**src/rtl/fpg8_pkg.sv**
```systemverilog
// Shared FPG8 encodings: opcodes, ALU controls, GPR selects, sequencer states
// and the strobe bundle produced by the control decoder.
package fpg8_pkg;

    typedef enum logic [3:0] {
        OpNop  = 4'd0,
        OpAdd  = 4'd1,
        OpSub  = 4'd2,
        OpAnd  = 4'd3,
        OpOr   = 4'd4,
        OpXor  = 4'd5,
        OpNot  = 4'd6,
        OpMov  = 4'd7,
        OpLd   = 4'd8,
        OpSt   = 4'd9,
        OpHalt = 4'd15
    } opcode_e;

    typedef enum logic [2:0] {
        AluAdd  = 3'd0,
        AluSub  = 3'd1,
        AluAnd  = 3'd2,
        AluOr   = 3'd3,
        AluXor  = 3'd4,
        AluNot  = 3'd5,
        AluPass = 3'd6,
        AluInc  = 3'd7
    } alu_ctrl_e;

    typedef enum logic [2:0] {
        SelRd1 = 3'd0,
        SelRd2 = 3'd1,
        SelRs1 = 3'd2,
        SelRs2 = 3'd3,
        SelPc  = 3'd4
    } gpr_sel_e;

    typedef enum logic [3:0] {
        StF0  = 4'd0,
        StF1  = 4'd1,
        StF2  = 4'd2,
        StDec = 4'd3,
        StE0  = 4'd4,
        StE1  = 4'd5,
        StE2  = 4'd6,
        StM0  = 4'd7,
        StM1  = 4'd8,
        StM2  = 4'd9,
        StHlt = 4'd10
    } state_e;

    typedef struct packed {
        alu_ctrl_e alu_control;
        gpr_sel_e  gpr_select;
        logic      gpr_in;
        logic      gpr_out;
        logic      ir_in;
        logic      mar_in;
        logic      mdr_in;
        logic      mdr_out;
        logic      ram_read;
        logic      ram_write;
        logic      y_in;
        logic      y_offset_in;
        logic      z_in;
        logic      z_out;
    } strobes_t;

    // Two-operand ALU instructions: ADD..XOR.
    function automatic logic is_alu2(input logic [3:0] op);
        return (op >= OpAdd) && (op <= OpXor);
    endfunction

    // Single-operand instructions that skip the Y load.
    function automatic logic is_unary(input logic [3:0] op);
        return (op == OpNot) || (op == OpMov);
    endfunction

    function automatic logic is_mem(input logic [3:0] op);
        return (op == OpLd) || (op == OpSt);
    endfunction

    function automatic alu_ctrl_e op_to_alu(input logic [3:0] op);
        case (op)
            OpSub:   return AluSub;
            OpAnd:   return AluAnd;
            OpOr:    return AluOr;
            OpXor:   return AluXor;
            OpNot:   return AluNot;
            OpMov:   return AluPass;
            default: return AluAdd;
        endcase
    endfunction

endpackage

```
**src/rtl/control_sequencer_if.sv**
```systemverilog
// Control bundle between the sequencer (master) and the FPG8 datapath (slave).
interface control_sequencer_if;

    logic       run;
    logic [3:0] opcode;
    logic       S;

    logic [2:0] ALU_control;
    logic       GPR_in;
    logic       GPR_out;
    logic [2:0] GPR_select;
    logic       IR_in;
    logic       MAR_in;
    logic       MDR_in;
    logic       MDR_out;
    logic       RAM_enable_read;
    logic       RAM_enable_write;
    logic       Y_in;
    logic       Y_out;
    logic       Y_offset_in;
    logic       Z_in;
    logic       Z_out;

    logic       halted;
    logic       illegal_op;
    logic [3:0] state;

    modport master (
        input  run, opcode, S,
        output ALU_control, GPR_in, GPR_out, GPR_select, IR_in, MAR_in, MDR_in, MDR_out,
               RAM_enable_read, RAM_enable_write, Y_in, Y_out, Y_offset_in, Z_in, Z_out,
               halted, illegal_op, state
    );

    modport slave (
        output run, opcode, S,
        input  ALU_control, GPR_in, GPR_out, GPR_select, IR_in, MAR_in, MDR_in, MDR_out,
               RAM_enable_read, RAM_enable_write, Y_in, Y_out, Y_offset_in, Z_in, Z_out,
               halted, illegal_op, state
    );

endinterface

```
**src/rtl/control_decode.sv**
```systemverilog
// Moore decode of the sequencer state (plus latched opcode) into datapath strobes.
module control_decode
    import fpg8_pkg::*;
(
    input  state_e     state_i,
    input  logic [3:0] op_i,
    input  logic       s_i,
    input  logic       enable_i,
    output strobes_t   strobes_o
);

    // One state -> one strobe set; everything is dropped while disabled.
    always_comb begin
        strobes_o = '0;
        case (state_i)
            StF0: begin
                strobes_o.gpr_out     = 1'b1;
                strobes_o.gpr_select  = SelPc;
                strobes_o.mar_in      = 1'b1;
                strobes_o.alu_control = AluInc;
                strobes_o.z_in        = 1'b1;
            end
            StF1: begin
                strobes_o.ram_read   = 1'b1;
                strobes_o.z_out      = 1'b1;
                strobes_o.gpr_in     = 1'b1;
                strobes_o.gpr_select = SelPc;
            end
            StF2: begin
                strobes_o.mdr_out = 1'b1;
                strobes_o.ir_in   = 1'b1;
            end
            StE0: begin
                strobes_o.gpr_out     = 1'b1;
                strobes_o.gpr_select  = SelRs1;
                strobes_o.y_in        = 1'b1;
                strobes_o.y_offset_in = s_i;
            end
            StE1: begin
                strobes_o.gpr_out     = 1'b1;
                strobes_o.gpr_select  = is_unary(op_i) ? SelRs1 : SelRs2;
                strobes_o.alu_control = op_to_alu(op_i);
                strobes_o.z_in        = 1'b1;
            end
            StE2: begin
                strobes_o.z_out      = 1'b1;
                strobes_o.gpr_in     = 1'b1;
                strobes_o.gpr_select = SelRd1;
            end
            StM0: begin
                strobes_o.gpr_out    = 1'b1;
                strobes_o.gpr_select = SelRs1;
                strobes_o.mar_in     = 1'b1;
            end
            StM1: begin
                if (op_i == OpLd) begin
                    strobes_o.ram_read = 1'b1;
                end else begin
                    strobes_o.gpr_out    = 1'b1;
                    strobes_o.gpr_select = SelRs2;
                    strobes_o.mdr_in     = 1'b1;
                end
            end
            StM2: begin
                if (op_i == OpLd) begin
                    strobes_o.mdr_out    = 1'b1;
                    strobes_o.gpr_in     = 1'b1;
                    strobes_o.gpr_select = SelRd1;
                end else begin
                    strobes_o.ram_write = 1'b1;
                end
            end
            default: ;
        endcase
        if (!enable_i) begin
            strobes_o = '0;
        end
    end

endmodule

```
**src/rtl/control_sequencer.sv**
```systemverilog
// FPG8 hardwired sequencer: state register, decode-time branch latch and
// sticky status flags; strobes come from control_decode.
module control_sequencer
    import fpg8_pkg::*;
(
    input  logic                clk,
    input  logic                reset,
    control_sequencer_if.master bus
);

    state_e     state_q;
    logic [3:0] op_q;
    logic       s_q;
    logic       illegal_op_q;
    logic       halted_q;
    logic       strobe_enable;
    strobes_t   strobes;

    assign strobe_enable = bus.run & ~reset;

    // Step one micro-state per edge; DEC captures the IR fields so the execute
    // states never depend on the live IR.
    always_ff @(posedge clk) begin
        if (reset) begin
            state_q      <= StF0;
            op_q         <= 4'd0;
            s_q          <= 1'b0;
            illegal_op_q <= 1'b0;
            halted_q     <= 1'b0;
        end else if (bus.run) begin
            case (state_q)
                StF0: state_q <= StF1;
                StF1: state_q <= StF2;
                StF2: state_q <= StDec;
                StDec: begin
                    op_q <= bus.opcode;
                    s_q  <= bus.S;
                    if (is_alu2(bus.opcode)) begin
                        state_q <= StE0;
                    end else if (is_unary(bus.opcode)) begin
                        state_q <= StE1;
                    end else if (is_mem(bus.opcode)) begin
                        state_q <= StM0;
                    end else if (bus.opcode == OpHalt) begin
                        state_q  <= StHlt;
                        halted_q <= 1'b1;
                    end else if (bus.opcode == OpNop) begin
                        state_q <= StF0;
                    end else begin
                        state_q      <= StF0;
                        illegal_op_q <= 1'b1;
                    end
                end
                StE0:    state_q <= StE1;
                StE1:    state_q <= StE2;
                StE2:    state_q <= StF0;
                StM0:    state_q <= StM1;
                StM1:    state_q <= StM2;
                StM2:    state_q <= StF0;
                StHlt:   state_q <= StHlt;
                default: state_q <= StF0;
            endcase
        end
    end

    control_decode u_decode (
        .state_i  (state_q),
        .op_i     (op_q),
        .s_i      (s_q),
        .enable_i (strobe_enable),
        .strobes_o(strobes)
    );

    assign bus.ALU_control      = strobes.alu_control;
    assign bus.GPR_in           = strobes.gpr_in;
    assign bus.GPR_out          = strobes.gpr_out;
    assign bus.GPR_select       = strobes.gpr_select;
    assign bus.IR_in            = strobes.ir_in;
    assign bus.MAR_in           = strobes.mar_in;
    assign bus.MDR_in           = strobes.mdr_in;
    assign bus.MDR_out          = strobes.mdr_out;
    assign bus.RAM_enable_read  = strobes.ram_read;
    assign bus.RAM_enable_write = strobes.ram_write;
    assign bus.Y_in             = strobes.y_in;
    assign bus.Y_out            = 1'b0;
    assign bus.Y_offset_in      = strobes.y_offset_in;
    assign bus.Z_in             = strobes.z_in;
    assign bus.Z_out            = strobes.z_out;
    assign bus.halted           = halted_q;
    assign bus.illegal_op       = illegal_op_q;
    assign bus.state            = state_q;

endmodule

```
**src/flat_wrapper.sv**
```systemverilog
// flat-port wrapper written by rule: the top's interface ports become plain ports
module control_sequencer_flat import fpg8_pkg::*;
  (clk, reset, bus_run, bus_opcode, bus_S, bus_ALU_control, bus_GPR_in, bus_GPR_out, bus_GPR_select, bus_IR_in, bus_MAR_in, bus_MDR_in, bus_MDR_out, bus_RAM_enable_read, bus_RAM_enable_write, bus_Y_in, bus_Y_out, bus_Y_offset_in, bus_Z_in, bus_Z_out, bus_halted, bus_illegal_op, bus_state);
  control_sequencer_if bus_i ();
  input  logic clk;
  input  logic reset;
  input wire logic [$bits(bus_i.run)-1:0] bus_run;
  input wire logic [$bits(bus_i.opcode)-1:0] bus_opcode;
  input wire logic [$bits(bus_i.S)-1:0] bus_S;
  output wire logic [$bits(bus_i.ALU_control)-1:0] bus_ALU_control;
  output wire logic [$bits(bus_i.GPR_in)-1:0] bus_GPR_in;
  output wire logic [$bits(bus_i.GPR_out)-1:0] bus_GPR_out;
  output wire logic [$bits(bus_i.GPR_select)-1:0] bus_GPR_select;
  output wire logic [$bits(bus_i.IR_in)-1:0] bus_IR_in;
  output wire logic [$bits(bus_i.MAR_in)-1:0] bus_MAR_in;
  output wire logic [$bits(bus_i.MDR_in)-1:0] bus_MDR_in;
  output wire logic [$bits(bus_i.MDR_out)-1:0] bus_MDR_out;
  output wire logic [$bits(bus_i.RAM_enable_read)-1:0] bus_RAM_enable_read;
  output wire logic [$bits(bus_i.RAM_enable_write)-1:0] bus_RAM_enable_write;
  output wire logic [$bits(bus_i.Y_in)-1:0] bus_Y_in;
  output wire logic [$bits(bus_i.Y_out)-1:0] bus_Y_out;
  output wire logic [$bits(bus_i.Y_offset_in)-1:0] bus_Y_offset_in;
  output wire logic [$bits(bus_i.Z_in)-1:0] bus_Z_in;
  output wire logic [$bits(bus_i.Z_out)-1:0] bus_Z_out;
  output wire logic [$bits(bus_i.halted)-1:0] bus_halted;
  output wire logic [$bits(bus_i.illegal_op)-1:0] bus_illegal_op;
  output wire logic [$bits(bus_i.state)-1:0] bus_state;
  assign bus_i.run = bus_run;
  assign bus_i.opcode = bus_opcode;
  assign bus_i.S = bus_S;
  assign bus_ALU_control = bus_i.ALU_control;
  assign bus_GPR_in = bus_i.GPR_in;
  assign bus_GPR_out = bus_i.GPR_out;
  assign bus_GPR_select = bus_i.GPR_select;
  assign bus_IR_in = bus_i.IR_in;
  assign bus_MAR_in = bus_i.MAR_in;
  assign bus_MDR_in = bus_i.MDR_in;
  assign bus_MDR_out = bus_i.MDR_out;
  assign bus_RAM_enable_read = bus_i.RAM_enable_read;
  assign bus_RAM_enable_write = bus_i.RAM_enable_write;
  assign bus_Y_in = bus_i.Y_in;
  assign bus_Y_out = bus_i.Y_out;
  assign bus_Y_offset_in = bus_i.Y_offset_in;
  assign bus_Z_in = bus_i.Z_in;
  assign bus_Z_out = bus_i.Z_out;
  assign bus_halted = bus_i.halted;
  assign bus_illegal_op = bus_i.illegal_op;
  assign bus_state = bus_i.state;
  control_sequencer u_core (.clk(clk), .reset(reset), .bus(bus_i));
endmodule
```
**config.mk**
```make
export PLATFORM = sky130hd
export DESIGN_NAME = control_sequencer_flat
export DESIGN_NICKNAME = d
export VERILOG_FILES = /design/src/rtl/fpg8_pkg.sv /design/src/rtl/control_sequencer_if.sv /design/src/rtl/control_decode.sv /design/src/rtl/control_sequencer.sv /design/src/flat_wrapper.sv
export SDC_FILE = /design/constraint.sdc
export NUM_CORES = 1
export LEC_CHECK = 0
export BUFFER_PORTS_ARGS = -buffer_cell sky130_fd_sc_hd__buf_2
export CORE_ASPECT_RATIO = 1.5
export CORE_MARGIN = 2
export CORE_UTILIZATION = 43
export DETAILED_ROUTE_END_ITERATION = 7
export GPL_TIMING_DRIVEN = 0
export PLACE_DENSITY = 0.78
export SETUP_SLACK_MARGIN = 0.5
export SYNTH_ARGS = -nofsm -noshare
export SYNTH_HDL_FRONTEND = slang
export SYNTH_SLANG_ARGS = --single-unit
```
**constraint.sdc**
```tcl
create_clock -name clk -period 2.3 [get_ports clk]
set_input_delay 0.46 -clock clk [delete_from_list [all_inputs] [get_ports clk]]
set_output_delay 0.46 -clock clk [all_outputs]
set_load 0.02 [all_outputs]
```
==> impl_summary.log <==
INFO  metric detail_route.iter0.violations = 116
INFO  metric io_pins = 33
INFO  metric max_fo_critical_path = 2
INFO  metric period_needed = 2.401 ns
INFO  metric final_slew_violations = 0
INFO  metric remaining_drc_errors = 0
INFO  metric final_common_cell = buf_6
INFO  metric power_per_cell_area = 334.2 nW/um2
INFO  metric viasPerCell = 6.613
INFO  metric vdd.ir_drop.worst = 0.3777 mV
INFO  metric reg2reg_slack = between 0.4 and 0.5 ns
INFO  metric yosysTopAreaCell = dfxtp_1
INFO  metric cp-start-kind = flip-flop
INFO  metric nFillCells = 86
INFO  metric power = around 540 uW
INFO  metric static-leakage-power = 0.0006666 uW
INFO  metric worst_clock_skew = 0.006894 ns
INFO  metric arrival = 1.94 ns
INFO  metric cts-htree-levels = 1
INFO  metric via_count_of_the_first_global_routing_pass = 1,006
INFO  metric synth_fp_nets = ~140
INFO  metric grt_overflow = 0
INFO  metric yosys.cell_types.count = 36
INFO  metric worstSkewPairLatency = about 0.27 ns
INFO  metric critPathRequiredTime = 1.84 ns
INFO  metric cts_buffers = 3
INFO  metric cts_tree = done
INFO  metric insertedDiodeCount = 0
INFO  metric placement_rows = 19
INFO  metric synth_top_cells_by_area = dfxtp_1 26%, a21oi_1 10%, nor2_1 8.0%, nand2_1 6.2%, nor3_1 4.7%
INFO  metric most-common-layout-cells = 23 x buf_6, 19 x buf_4, 11 x nor2_1, 11 x buf_2
INFO  metric criticalPathCategory = flip-flop to output pin
INFO  metric cts.clk_slew.worst_paths = around 0.06 ns
INFO  metric clock_tree_buffer_depth = 2
INFO  metric timing.final.ws_setup = -0.1015 ns
INFO  metric hold_slack = around 0.37 ns
INFO  metric area_growth_syn_to_layout = 91.61%
INFO  metric worstHoldPathType = primary input to flip-flop
INFO  metric post_route_cells_drive_above_1_share = between 50% and 60%
INFO  metric achievable-frequency = 416.4 MHz
INFO  metric clock-root-buffer = clkbuf_4
INFO  metric synth_area_per_cell = 6.637 um2
INFO  metric tritoncts_num_sinks = 11
INFO  metric die_w = 40.29 um
INFO  metric wire_length_of_the_first_global_routing_pass = 4.326 mm
INFO  metric synth.ff_latch_count = 11
INFO  metric grt_setup_unrepaired = true
INFO  metric antenna_found_initial = 0
INFO  metric final_critical_path_share_of_the_clock_period = 104.4%
INFO  metric groute.usage.overall = 25.81%
INFO  metric place_congestion = 0.8479
INFO  metric place_hpwl = 1.741 mm
INFO  metric status = finished, violations left
INFO  metric io_buffer_count = 30
INFO  metric route.detailed.wl_per_inst = between 20 and 25 um
INFO  metric core = 1854 um2
INFO  metric route.vias.total = 1,349
INFO  metric preCtsSetupSlack = -0.09126 ns
INFO  metric die_ar = between 2000 and 2500 um2
INFO  metric violations = setup timing
INFO  metric crit_path_end_kind = output pin
INFO  metric finalNetCount = ~190
INFO  metric drt.antenna.violating_nets = 0
INFO  metric initial_utilization = around 46%
INFO  metric cap_violations = 0
INFO  metric grt_max_degree = 11
INFO  metric synth.cell_area = 849.6 um2
INFO  metric die_h = a little under 60 um
INFO  metric yosysWarningCount = 0
INFO  metric hold_viol = 0
INFO  metric finalSetupViolCount = 2
INFO  metric sequential_area_share_after_synthesis = 25.92%
INFO  metric postRouteWirelength = between 4 and 5 mm
INFO  metric dr.pass1.iters = 4
INFO  metric synthCells = 128
INFO  metric synth_top_area_share = between 20% and 30%
## layout make-up
class                      count  area [um2]  share of cell area, %
inverter                       3       15.01                 0.9224
tap                           21       26.28                  1.614
multi-input combinational    103       757.0                  46.50
buffer                        11       121.4                  7.456
clock buffer                   4       26.28                  1.614
sequential                    11       232.7                  14.30
timing repair buffer          51       449.2                  27.59
## final timing paths
kind	from	endpoint	cells past startpoint
setup reg to reg	u_core.bus.state[2]$_SDFFE_PP0P_	u_core.bus.state[1]$_SDFFE_PP0P_	6
hold / removal	reset	u_core.bus.state[0]$_SDFFE_PP0P_	2
setup / recovery	u_core.bus.state[3]$_SDFFE_PP0P_	bus_GPR_select[0]	7
hold reg to reg	u_core.bus.halted$_SDFFE_PP0P_	u_core.bus.halted$_SDFFE_PP0P_	2
## routing by layer
metal | share of wire [%] | GRT usage, % | routed length (um)
met1 | 35 | 29.16 | 1444
met5 | 0 | 0 | 0
met2 | 49 | 48.16 | 2026
met3 | 11 | 1.132 | 448
met4 | 5.9 | 8.571 | 247
## logic make-up (layout without fill, tap and decap cells)
family,after synthesis,after routing,share of synthesized area [%]
and+or+nand+nor,62,62,36.53
AOI/OAI and AO/OA,38,38,26.66
buffers and inverters,14,69,8.099
DFF,11,11,25.92
muxes,2,2,2.357
other,1,1,0.4414
## synth_stat cells, drive strengths merged
cell and instances:
nor2 18, a21oi 17, nand2 14, dfxtp 11, o21ai 9, nor3 8, clkbuf 7, a31oi 4
buf 4, or2 4, inv 3, nand2b 3, or3 3, and2 2, mux2i 2, nand3b 2
nand4 2, a211oi 1, a21o 1, a221oi 1, a311o 1, and3 1, and4 1, conb 1
nand4b 1, nor3b 1, o22a 1, o22ai 1, o311ai 1, o32a 1, or3b 1, or4 1
## sequential cells by signal (all words and copies together) (netlist names)
name and cells:
u_core.bus.halted 1, u_core.bus.illegal_op 1, u_core.bus.state 4, u_core.op_q 4
u_core.s_q 1
## through the flow
step	TNS, ns	util, %	instance area (um2)	instances
2_1_floorplan	0	-	879.6	128
3_3_place_gp	-0.08244	56.95	1056	179
3_5_place_dp	-0.09126	56.95	1056	179
4_1_cts	-0.1016	74.49	1381	194
5_1_grt	-0.4789	87.79	1628	204
6_report	-0.1307	87.79	1628	204
## worst max-delay path, cell delays in order (launching register included)
cell,delay (ns)
dfxtp_2,0.32
or3b_4,0.37
buf_6,0.13
or2_1,0.22
buf_6,0.12
a311o_1,0.29
o21ai_2,0.08
buf_6,0.13
## repair_timing
action,in CTS,in global routing
hold endpoints to repair,0,0
buffers inserted,11,10
gates resized for setup,65,46
hold buffers,0,0
setup endpoints to repair,18,18
pin swaps,10,10
## power by group
| group | leakage (uW) | internal [uW] | switching (uW) |
|---|---|---|---|
| clock | 0.0000150 | 67.2 | 62.3 |
| sequential | 0.0000924 | 194 | 6.38 |
| combinational | 0.000559 | 97.2 | 117 |
| total | 0.000667 | 358 | 186 |
(Power assumes the default switching activity.)
